**src/rtl/secure_reg_access_ctrl_if.sv**
```systemverilog
// Request/response handshake bundle between a requester and secure_reg_access_ctrl.
// The master modport is the requester side and the slave modport is the gatekeeper side.
interface secure_reg_access_ctrl_if #(
  parameter int DATA_WIDTH = 32,
  parameter int TID_WIDTH  = 4
);
  logic                  req_valid;
  logic                  req_ready;
  logic                  req_write;
  logic [TID_WIDTH-1:0]  req_tid;
  logic [DATA_WIDTH-1:0] req_wdata;
  logic                  resp_valid;
  logic                  resp_ready;
  logic                  resp_err;
  logic [DATA_WIDTH-1:0] resp_rdata;

  modport master (
    output req_valid, req_write, req_tid, req_wdata, resp_ready,
    input  req_ready, resp_valid, resp_err, resp_rdata
  );

  modport slave (
    input  req_valid, req_write, req_tid, req_wdata, resp_ready,
    output req_ready, resp_valid, resp_err, resp_rdata
  );
endinterface

```
**src/rtl/secure_reg_access_ctrl.sv**
```systemverilog
// Access gatekeeper in front of the secure register: only thread 0 may reach it while unlocked.
// Optional macro SECURE_REG_VIOL_LOG_EN adds viol_tid/viol_write logging of the last denial.
module secure_reg_access_ctrl #(
  parameter int DATA_WIDTH     = 32,
  parameter int TID_WIDTH      = 4,
  parameter int VIOL_CNT_WIDTH = 8,
  parameter int LOCKOUT_THRESH = 4
) (
  input  logic                      clk,
  input  logic                      rst_n,
  secure_reg_access_ctrl_if.slave   bus,
  output logic                      reg_access_en,
  output logic                      reg_wr_en,
  output logic [TID_WIDTH-1:0]      reg_thread_id,
  output logic [DATA_WIDTH-1:0]     reg_data_in,
  input  logic [DATA_WIDTH-1:0]     reg_data_out,
  output logic [VIOL_CNT_WIDTH-1:0] viol_count,
`ifdef SECURE_REG_VIOL_LOG_EN
  output logic [TID_WIDTH-1:0]      viol_tid,
  output logic                      viol_write,
`endif
  output logic                      locked
);

  typedef enum logic [1:0] {
    IDLE,
    CHECK,
    ACCESS,
    RESP
  } state_t;

  state_t                  state;
  logic [TID_WIDTH-1:0]    cap_tid;
  logic                    cap_write;
  logic [DATA_WIDTH-1:0]   cap_wdata;
  logic [VIOL_CNT_WIDTH-1:0] viol_next;

  // The counter saturates; lockout is judged on the value after this denial is counted.
  assign viol_next = (&viol_count) ? viol_count : viol_count + VIOL_CNT_WIDTH'(1);

  always_ff @(posedge clk or negedge rst_n) begin
    if (!rst_n) begin
      state          <= IDLE;
      bus.req_ready  <= 1'b1;
      bus.resp_valid <= 1'b0;
      bus.resp_err   <= 1'b0;
      bus.resp_rdata <= '0;
      reg_access_en  <= 1'b0;
      reg_wr_en      <= 1'b0;
      reg_thread_id  <= '0;
      reg_data_in    <= '0;
      viol_count     <= '0;
      locked         <= 1'b0;
      cap_tid        <= '0;
      cap_write      <= 1'b0;
      cap_wdata      <= '0;
`ifdef SECURE_REG_VIOL_LOG_EN
      viol_tid       <= '0;
      viol_write     <= 1'b0;
`endif
    end else begin
      case (state)
        IDLE: begin
          if (bus.req_valid) begin
            cap_tid       <= bus.req_tid;
            cap_write     <= bus.req_write;
            cap_wdata     <= bus.req_wdata;
            bus.req_ready <= 1'b0;
            state         <= CHECK;
          end
        end

        CHECK: begin
          if (cap_tid == '0 && !locked) begin
            reg_access_en <= 1'b1;
            reg_wr_en     <= cap_write;
            reg_thread_id <= cap_tid;
            reg_data_in   <= cap_wdata;
            state         <= ACCESS;
          end else begin
            bus.resp_err   <= 1'b1;
            bus.resp_rdata <= '0;
            bus.resp_valid <= 1'b1;
            viol_count     <= viol_next;
            if (viol_next >= VIOL_CNT_WIDTH'(LOCKOUT_THRESH)) begin
              locked <= 1'b1;
            end
`ifdef SECURE_REG_VIOL_LOG_EN
            viol_tid       <= cap_tid;
            viol_write     <= cap_write;
`endif
            state          <= RESP;
          end
        end

        // The register is enabled for exactly this one cycle; read data is sampled on the way out.
        ACCESS: begin
          reg_access_en  <= 1'b0;
          reg_wr_en      <= 1'b0;
          reg_thread_id  <= '0;
          reg_data_in    <= '0;
          bus.resp_rdata <= cap_write ? '0 : reg_data_out;
          bus.resp_err   <= 1'b0;
          bus.resp_valid <= 1'b1;
          state          <= RESP;
        end

        RESP: begin
          if (bus.resp_ready) begin
            bus.resp_valid <= 1'b0;
            bus.req_ready  <= 1'b1;
            state          <= IDLE;
          end
        end

        default: begin
          state <= IDLE;
        end
      endcase
    end
  end

endmodule
```
**src/flat_wrapper.sv**
```systemverilog
// flat-port wrapper written by rule: the top's interface ports become plain ports
module secure_reg_access_ctrl_flat 
#(
  parameter int DATA_WIDTH     = 32,
  parameter int TID_WIDTH      = 4,
  parameter int VIOL_CNT_WIDTH = 8,
  parameter int LOCKOUT_THRESH = 4
)
  (clk, rst_n, reg_access_en, reg_wr_en, reg_thread_id, reg_data_in, reg_data_out, viol_count, locked, bus_req_valid, bus_req_write, bus_req_tid, bus_req_wdata, bus_resp_ready, bus_req_ready, bus_resp_valid, bus_resp_err, bus_resp_rdata);
  secure_reg_access_ctrl_if #(.DATA_WIDTH(DATA_WIDTH), .TID_WIDTH(TID_WIDTH)) bus_i ();
  input  logic clk;
  input  logic rst_n;
  output logic reg_access_en;
  output logic reg_wr_en;
  output logic [TID_WIDTH-1:0] reg_thread_id;
  output logic [DATA_WIDTH-1:0] reg_data_in;
  input  logic [DATA_WIDTH-1:0] reg_data_out;
  output logic [VIOL_CNT_WIDTH-1:0] viol_count;
  output logic locked;
  input wire logic [$bits(bus_i.req_valid)-1:0] bus_req_valid;
  input wire logic [$bits(bus_i.req_write)-1:0] bus_req_write;
  input wire logic [$bits(bus_i.req_tid)-1:0] bus_req_tid;
  input wire logic [$bits(bus_i.req_wdata)-1:0] bus_req_wdata;
  input wire logic [$bits(bus_i.resp_ready)-1:0] bus_resp_ready;
  output wire logic [$bits(bus_i.req_ready)-1:0] bus_req_ready;
  output wire logic [$bits(bus_i.resp_valid)-1:0] bus_resp_valid;
  output wire logic [$bits(bus_i.resp_err)-1:0] bus_resp_err;
  output wire logic [$bits(bus_i.resp_rdata)-1:0] bus_resp_rdata;
  assign bus_i.req_valid = bus_req_valid;
  assign bus_i.req_write = bus_req_write;
  assign bus_i.req_tid = bus_req_tid;
  assign bus_i.req_wdata = bus_req_wdata;
  assign bus_i.resp_ready = bus_resp_ready;
  assign bus_req_ready = bus_i.req_ready;
  assign bus_resp_valid = bus_i.resp_valid;
  assign bus_resp_err = bus_i.resp_err;
  assign bus_resp_rdata = bus_i.resp_rdata;
  secure_reg_access_ctrl #(.DATA_WIDTH(DATA_WIDTH), .TID_WIDTH(TID_WIDTH), .VIOL_CNT_WIDTH(VIOL_CNT_WIDTH), .LOCKOUT_THRESH(LOCKOUT_THRESH)) u_core (.clk(clk), .rst_n(rst_n), .bus(bus_i), .reg_access_en(reg_access_en), .reg_wr_en(reg_wr_en), .reg_thread_id(reg_thread_id), .reg_data_in(reg_data_in), .reg_data_out(reg_data_out), .viol_count(viol_count), .locked(locked));
endmodule
```
**config.mk**
```make
export PLATFORM = sky130hd
export DESIGN_NAME = secure_reg_access_ctrl_flat
export DESIGN_NICKNAME = d
export VERILOG_FILES = /design/src/rtl/secure_reg_access_ctrl_if.sv /design/src/rtl/secure_reg_access_ctrl.sv /design/src/flat_wrapper.sv
export SDC_FILE = /design/constraint.sdc
export NUM_CORES = 1
export LEC_CHECK = 0
export CORE_ASPECT_RATIO = 0.5
export CORE_MARGIN = 2
export CORE_UTILIZATION = 50
export CTS_CLUSTER_SIZE = 28
export DETAILED_ROUTE_END_ITERATION = 10
export GPL_TIMING_DRIVEN = 0
export HOLD_SLACK_MARGIN = 0.1
export PLACE_DENSITY = 0.83
export SKIP_LAST_GASP = 1
export SYNTH_ARGS = -nofsm -noshare
export SYNTH_HDL_FRONTEND = slang
export SYNTH_SLANG_ARGS = --single-unit
```
**constraint.sdc**
```tcl
create_clock -name clk -period 4.1 [get_ports clk]
set_input_delay 0.615 -clock clk [delete_from_list [all_inputs] [get_ports clk]]
set_output_delay 0.615 -clock clk [all_outputs]
set_load 0.05 [all_outputs]
```
[Word-level counts from Yosys, hierarchy flattened]
Cells that the tools add are included.
Operators by class
  $add $sub $neg: 1
  order comparisons: 1
  equality and inequality tests: 7
  multiplexer cells: 23
  bitwise logic cells: 1
  reductions and logical operators: 16
Operator list (count)
  $pmux W32 S2: 2
  $mux W32: 3
  $reduce_and A2 Y1: 5
  $reduce_and A3 Y1: 3
  $add A8 B1 Y8 const B: 1
  $ge A8 B3 Y1 const B: 1
  $mux W8: 1
  $pmux W1 S2: 4
  $pmux W2 S4: 1
  $pmux W4 S2: 1
  $reduce_and A8 Y1: 1
  $mux W1: 7
  $ne A2 B2 Y1 const B: 3
  $eq A2 B2 Y1 const B: 2
  $logic_not A4 Y1: 1
  $mux W2: 2
  $mux W4: 1
  $reduce_bool A2 Y1: 2
  $pmux W1 S3: 1
  $reduce_bool A3 Y1: 1
  $eq A2 B1 Y1 const B: 1
  $logic_not A2 Y1: 1
  $ne A2 B1 Y1 const B: 1
  $logic_and A1 B1 Y1: 1
  other kinds (2): 2
Storage, ports and cells
  bits in registers: 121
  bits of input ports: 73
  word-level logic and storage cells: 63

[Logic depth before layout (Yosys ltp)]
Gate-level depths: netlist of run 1.
  depth in word-level cells: 4
  gate-level depth with buffers: 8
  depth with buffers taken out: 6

[Worst setup path before layout of run 1]
No wires, ideal clock.
  kind: register -> register
  from: reg u_core.viol_count[0]
  to: reg u_core.viol_count[1]
  arrival time: 1.972 ns
  setup slack: 2.003 ns
  stages on the path, launching flop included: 6
  buffers on the path: 1
  period minus slack after synthesis: 2.097 ns
  cell sequence: dfrtp_1 ha_1 clkbuf_1 nand4_1 o221ai_1 mux2_2
Between the ends
  longest elaborated chain between the ends: 2
  elaborated cells on any way between the ends: 3
  classes of those cells: add/sub: 1; mux: 1; reduce/logical: 1
RTL lines
  start: declaration: RTL line secure_reg_access_ctrl.sv:17  | output logic [VIOL_CNT_WIDTH-1:0] viol_count,
  start signal: assignment: RTL line secure_reg_access_ctrl.sv:84  | viol_count <= viol_next;
  $add A8 B1 Y8 / $reduce_and A8 Y1 (equally long branches): RTL line secure_reg_access_ctrl.sv:39  | assign viol_next = (&viol_count) ? viol_count : viol_count + VIOL_CNT_WIDTH'(1);
  $mux W8 *: RTL line secure_reg_access_ctrl.sv:39
Every way passes the cells marked *; elsewhere a longest branch is shown, timed or not.
A chain may end at the register's enable or synchronous reset.

[Final worst setup path of run 1]
  from: reg u_core.state[0]
  to: reg u_core.cap_wdata[15]
Between the ends
  longest elaborated chain between the ends: 2
RTL lines
  start: declaration: RTL line secure_reg_access_ctrl.sv:32  | state_t state;
  start signal: assignment: RTL line secure_reg_access_ctrl.sv:43  | state <= IDLE;
  start signal: assignment: RTL line secure_reg_access_ctrl.sv:69  | state <= CHECK;
  start signal: assignment: RTL line secure_reg_access_ctrl.sv:79  | state <= ACCESS;
  $logic_not A2 Y1: RTL line secure_reg_access_ctrl.sv:62  | case (state)
  $reduce_and A2 Y1 (no line)
  end signal: assignment: RTL line secure_reg_access_ctrl.sv:67  | cap_wdata <= bus.req_wdata;
  end: declaration: RTL line secure_reg_access_ctrl.sv:35  | logic [DATA_WIDTH-1:0] cap_wdata;
Every way passes these cells.

==> results of run 1 <==
cells in the final DEF (no fill, tap or decap), types with 6 or more instances in the layout:
master,count
clkbuf_1,14
inv_1,6
clkbuf_16,17
buf_2,7
dfrtp_1,120
and2_1,6
a31oi_1,7
a22o_1,33
clkdlybuf4s50_1,153
nand2_1,69
o21ai_0,36
mux2_2,39
worst min-delay path, delay by kind of cell, from the launching register on:
| family | cells | cell delay [ns] |
|---|---|---|
| AND/OR/NAND/NOR | 1 | 0.04 |
| flip-flops | 1 | 0.33 |
| AO/OA/AOI/OAI | 1 | 0.06 |
synthesized netlist by cell type, types with 2 or more instances:
library cell	number
dfrtp_1	120
a21oi_1	4
a31oi_1	7
nand2b_1	3
and2_1	6
and3_1	2
inv_1	6
o22a_1	2
nor2_1	5
buf_6	3
o31ai_1	2
mux2_2	39
clkbuf_1	12
nand4_1	2
clkbuf_2	2
buf_2	7
nand2_1	69
xnor2_1	2
ha_1	5
o21ai_0	36
nand3_1	5
a22o_1	33
worst paths after layout:
check	cells past startpoint	slack, ns	endpoint
worst max-delay path	6	1.59	u_core.cap_wdata[15]
worst min-delay path	2	0.48	u_core.bus.resp_rdata[26]
worst max register to register	6	1.59	u_core.cap_wdata[15]
worst min register to register	2	0.48	u_core.bus.resp_rdata[26]
max in group asynchronous	3	2.71	u_core.bus.resp_rdata[6]
min in group asynchronous	2	0.64	u_core.viol_count[2]
layer usage:
metal  wire (µm)  vias to the layer above
met2        6060                      109
met5           0                        -
met1        5060                     1834
met4         225                        0
li1            -                     1750
met3         546                       21
logic make-up after synthesis:
family	Yosys count
DFF	121
and+or+nand+nor	99
AOI/OAI and AO/OA	94
muxes	40
buffers and inverters	32
adders and majority gates	5
xor gates and xnor gates	3
power groups by stage:
stage | clock [µW] | sequential (µW) | combinational, µW
2_1_floorplan | 0 | 2390 | 853
3_3_place_gp | 0 | 1790 | 2100
3_5_place_dp | 0 | 1820 | 2140
4_1_cts | 1560 | 1810 | 2170
5_1_grt | 1620 | 1860 | 2310
6_report | 1540 | 1810 | 2150
registers in the layout, indices dropped and copies added (netlist names):
name                   flops
u_core.reg_access_en       1
u_core.locked              1
u_core.bus.resp_rdata     32
u_core.cap_wdata          32
u_core.reg_data_in        32
u_core.bus.resp_valid      1
u_core.bus.resp_err        1
u_core.viol_count          8
u_core.reg_thread_id       4
u_core.reg_wr_en           1
u_core.cap_write           1
u_core.bus.req_ready       1
u_core.state               2
u_core.cap_tid             4
through the flow:
stage          instances  TNS [ns]  hold WS, ns  setup slack (ns)
2_1_floorplan        394         0        0.319              2.00
3_3_place_gp         683   -264.06        0.460             -2.20
3_5_place_dp         684         0        0.469              1.42
4_1_cts              717         0        0.481              1.62
5_1_grt              717         0        0.507              1.47
6_report             717         0        0.477              1.59
area by class of cell:
cell class                      instances  area, µm²
Inverter                                6       22.5
Clock inverter                         13        178
Buffer                                 26        135
Timing Repair Buffer                  156       1580
Clock buffer                           19        433
Tap cell                              135        169
Sequential cell                       121       3030
Multi-Input combinational cell        241       1660
Fill cell                             580       2210
==> impl_metrics.tcl, run 1 <==
set metrics [dict create \
    finalWeightedCongestion 0.841 \
    worst_path_largest_cell_delay_ns 0.54 \
    max-cap-violations 0 \
    routed_wirelength_um 11900 \
    crit_arrival_ns 2.80 \
    finalHoldViolCount 0 \
    finalWorstPathRequiredPeriod_ns 2.51 \
    synth-async-reset-ratio_pct 100 \
    top_level_ports 155 \
    clock_insertion_delay_worst_skew_ns 0.40 \
    placement_rows 25 \
    cts-buffers-inserted 17 \
    max_clock_skew_ns 0.00573 \
    max-clock-path-buffers 2 \
    design_power_total_uw 5500 \
    core_region_area_mm2 0.00942 \
    first_global_vias 3792 \
    cts_hold_buf 1 \
    antennaDiodeCount 0 \
    globalRoute.totalOverflow 0 \
    fraction_of_power_spent_switching_nets_pct 38.6 \
    critPathRequiredTime_ns 4.38 \
    path_type_of_the_worst_min_delay_path "reg -> reg" \
    sink_count_of_the_clock_tree 121 \
    syn_to_final_growth_pct 48.7 \
    design.final.nets 647 \
    crit_fanout 10 \
    floorplan.die_area_mm2 0.0105 \
    cts_max_level 4 \
    fin_crit_sh_pct 61.3 \
    global_route.usage.met3_pct 4.63 \
    synth_area_mm2 0.00484 \
    tritoncts_clock_tree "yes" \
    p_clk_share_pct 28.0 \
    transition_time_at_the_pin_with_the_least_slew_margin_ns 0.692 \
    drive_above_1_share_pct 15.5 \
    grt_setup_unrepaired "false" \
    total_drc_errors_in_the_routed_layout 0 \
    chipWidth_um 143 \
    ys_top_cells_by_area "dfrtp_1, mux2_2, a22o_1" \
    final-max-slew-violation-count 0 \
    met2_usage_pct 41.5 \
    power.share.sequential_pct 32.9 \
    synthesis.nets 472 \
    net_load_switching_power_uw 2120 \
    power_density_cells_mw_per_mm2 763 \
    critPathTopFamily "buffers and inverters" \
    cts_resized 0 \
    detailedRoute.firstIterationViolations 206 \
    wl_cell_um 16.6 \
    globalRoute.busiestLayer "met2" \
    synth_area_leader_cell "dfrtp_1" \
    worst_slew_margin_rel_pct 53.8 \
    synth_area_per_cell_um2 12.3 \
    p_int_uw 3380 \
    drt_first_pass_iters 4 \
    crit_chain "inv_1 > ha_1 > nand2_1 > clkbuf_1 > buf_1 > mux2_2" \
    detailroute.via_count 3714 \
    final-setup-viol-count 0 \
    initial_utilization_pct 51.5 \
    layout.cell_area.non_filler_mm2 0.00720 \
    power.static_leakage_uw 0.00310 \
    detail-route-antenna-nets 0 \
    synth_xor_xnor_area_share_pct 0.542 \
    synth_sequential_area_ratio_pct 62.5 \
    status "complete, no violations" \
    yosys.area_share.simple_pct 9.40 \
    combinational_family_with_the_most_area_after_synthesis "compound AO/OA/AOI/OAI gates" \
    vdd.ir_drop.worst_uv 388 \
    synth_enable_flop_cells 0 \
    share_comb_of_total_power_pct 39.1 \
    global_route.usage.total_pct 23.6 \
    ff_latch_count_synth 121 \
    buffer_ports.inserted 154 \
    grt_first_pass_wirelength_um 18900 \
    buf_inv_stages_crit_path 3 \
    post_drt_via_cell_ratio 5.18 \
    final_util_pct 76.5 \
    clock.fmax_mhz 398 \
    worst_setup_hold_path_clk_slew_ns 0.06 \
    synth_fa_ha_area_share_pct 1.29 \
    synth_mux_area_share_pct 9.27 \
    grt_start_max_net_pins 96 \
    r2r-start "u_core.state[0]" \
    place.detailed.hpwl_um 7770 \
    worstSetupStartpoint "u_core.state[0]" \
    timing.critical_path.slowest_stage_cell "clkbuf_1" \
    worst_hold_startpoint "u_core.bus.resp_rdata[26]" \
    synth.yosys.warnings 0 \
    synth_cell_type_count 44 \
    startpoint_type "flop" \
    criticalPathCategory "reg -> reg" \
    cts_root_buffer "clkbuf_16" \
    placedInstanceArea_mm2 0.00658 \
    syn_inst 394 \
    cp_endpoint_kind "flop" \
    synth-compound-area-share_pct 13.7 \
    post-cts-setup-buffers 0 \
    ys_dominant_reg_cell "dfrtp_1" \
    synth_top_area_share_pct 62.0 \
    gr-usage-met1_pct 29.3 \
    grt_antenna_before_repair 0 \
    chip_height_um 73.6 \
]
(Power assumes the default switching activity.)
==> inputs of run 2 (changes only) <==
Settings changed: CORE_UTILIZATION 50 to 42, PLACE_DENSITY 0.83 to 0.74.
Clock period 4.1 ns to 2.3 ns, I/O delays scaled along.
==> impl_metrics.tcl, run 2 (same netlist as run 1, synthesis figures left out) <==
set metrics [dict create \
    clock.fmax_mhz 473 \
    biggestRegsByFlops "u_core.bus.resp_rdata: 32 flops, u_core.cap_wdata: 32 flops, u_core.reg_data_in: 32 flops" \
    finalNonFillerCells 727 \
    tritoncts_clock_tree "yes" \
    cts_max_level 4 \
    vdd.ir_drop.worst_uv 589 \
    wl_cell_um 15.8 \
    timing.hold.ws_ns 0.434 \
    power_density_cells_mw_per_mm2 1360 \
    met2_usage_pct 30.5 \
    grt_antenna_before_repair 0 \
    finalWeightedCongestion 0.815 \
    design.final.nets 647 \
    r2r.worst_path.cells 6 \
    r2r_setup_slack_ns 0.24 \
    place.detailed.hpwl_um 7870 \
    drive_above_1_share_pct 16.3 \
    initial_utilization_pct 43.6 \
    detailedRoute.firstIterationViolations 197 \
    worst_slew_margin_rel_pct 60.4 \
    globalRoute.totalOverflow 0 \
    grt_first_pass_wirelength_um 18200 \
    max-clock-path-buffers 2 \
    grt_setup_unrepaired "false" \
    critPathRequiredTime_ns 1.96 \
    detailroute.via_count 3669 \
    critPathTopFamily "buffers and inverters" \
    chip_height_um 79.9 \
    routed_wirelength_um 11500 \
    total_drc_errors_in_the_routed_layout 0 \
    design_power_total_uw 9840 \
    placedCellCount 694 \
    max_clock_skew_ns 0.00758 \
    finalWorstPathRequiredPeriod_ns 2.11 \
    fillers 888 \
    worst_setup_hold_path_clk_slew_ns 0.05 \
    buf_inv_stages_crit_path 1 \
    final_util_pct 65.2 \
    first_global_vias 3584 \
    global_route.usage.met3_pct 4.99 \
    cp_endpoint_kind "output port" \
    syn_to_final_growth_pct 49.5 \
    worst_path_largest_cell_delay_ns 0.82 \
    antennaDiodeCount 0 \
    path_type_of_the_worst_min_delay_path "in -> async" \
    layout.cells.most_common_list "clkdlybuf4s50_1, dfrtp_1, nand2_1, mux2_2, o21ai_0" \
    sink_count_of_the_clock_tree 121 \
    gr-usage-met1_pct 25.2 \
    finalHoldViolCount 0 \
    startpoint_type "flop" \
    floorplan.die_area_mm2 0.0125 \
    buffer_ports.inserted 154 \
    top_level_ports 155 \
    drt_first_pass_iters 5 \
    detail-route-antenna-nets 0 \
    transition_time_at_the_pin_with_the_least_slew_margin_ns 0.594 \
    placement.setup.worst_slack_ns -0.0952 \
    post-cts-setup-buffers 0 \
    status "complete, no violations" \
    max-cap-violations 0 \
    final-max-slew-violation-count 0 \
    crit_chain "clkdlybuf4s50_1" \
    timing.rr.end "u_core.bus.resp_rdata[27]" \
    chipWidth_um 156 \
    crit_fanout 3 \
    post_drt_via_cell_ratio 5.05 \
    cts-buffers-inserted 17 \
    final-setup-viol-count 0 \
    core_region_area_mm2 0.0111 \
    criticalPathCategory "reg -> out" \
    globalRoute.busiestLayer "met2" \
    cts_root_buffer "clkbuf_16" \
    global_route.usage.total_pct 19.2 \
    clock_insertion_delay_worst_skew_ns 0.41 \
    crit_arrival_ns 1.77 \
    placement_rows 27 \
    final_worst_setup_slack_ns 0.188 \
    power.static_leakage_uw 0.00313 \
    fin_crit_sh_pct 91.8 \
    layout_commonest_cell "clkdlybuf4s50_1" \
    timing.critical_path.slowest_stage_cell "clkdlybuf4s50_1" \
    grt_start_max_net_pins 78 \
    r2r-start "u_core.cap_tid[0]" \
]
## run 2: cell count changes in the layout (fill, tap and decap cells not counted), sizes merged
cell	change
clkbuf	+2
clkinvlp	-2
## run 2: timing repair
item | 4_1_cts | 5_1_grt
cloned | 0 | 0
hold buffers | 1 | 0
gates resized for setup | 2 | 6
endpoints found under the hold margin | 43 | 0
endpoints found under the setup margin | 19 | 20
## run 2: routing by layer
metal / vias up / wire length (µm)
met4: 0 / 203
li1: 1753 / -
met5: - / 0
met1: 1810 / 5300
met2: 91 / 5500
met3: 15 / 513
## run 2: stage by stage
| stage | TNS (ns) | instance area (µm²) |
|---|---|---|
| after floorplan | 0 | 4840 |
| after global placement | -463.75 | 6570 |
| after detailed placement | -1.44 | 6600 |
| after CTS | 0 | 7240 |
| after global routing | 0 | 7240 |
| final | 0 | 7240 |
## run 2: power by group
group	internal [µW]	leakage, µW	switching, µW
combinational	1420	0.00126	2410
clock	1870	0.000299	944
sequential	2810	0.00157	397
## run 2: cell type report
class / count / area [µm²] / share of cell area [%]
multi-input combinational: 241 / 1660 / 22.9
buffer: 26 / 141 / 1.95
inverter: 6 / 22.5 / 0.311
timing repair buffer: 156 / 1580 / 21.8
clock inverter: 11 / 170 / 2.35
sequential: 121 / 3030 / 41.8
tap: 145 / 181 / 2.50
clock buffer: 21 / 460 / 6.36
## run 2: how the worst max path moves through the flow
| stage | from | end | slack (ns) | cells past startpoint |
|---|---|---|---|---|
| global route | u_core.state[0] | u_core.bus.resp_rdata[4] | 0.02 | 7 |
| floorplan | u_core.viol_count[0] | u_core.viol_count[1] | 0.20 | 5 |
| CTS | u_core.state[0] | u_core.cap_wdata[25] | 0.13 | 6 |
| detailed placement | u_core.state[0] | u_core.cap_wdata[15] | -0.1 | 6 |
| global placement | rst_n | u_core.bus.resp_rdata[13] | -3.84 | 1 |
| finish | u_core.bus.req_ready | bus_req_ready | 0.19 | 1 |
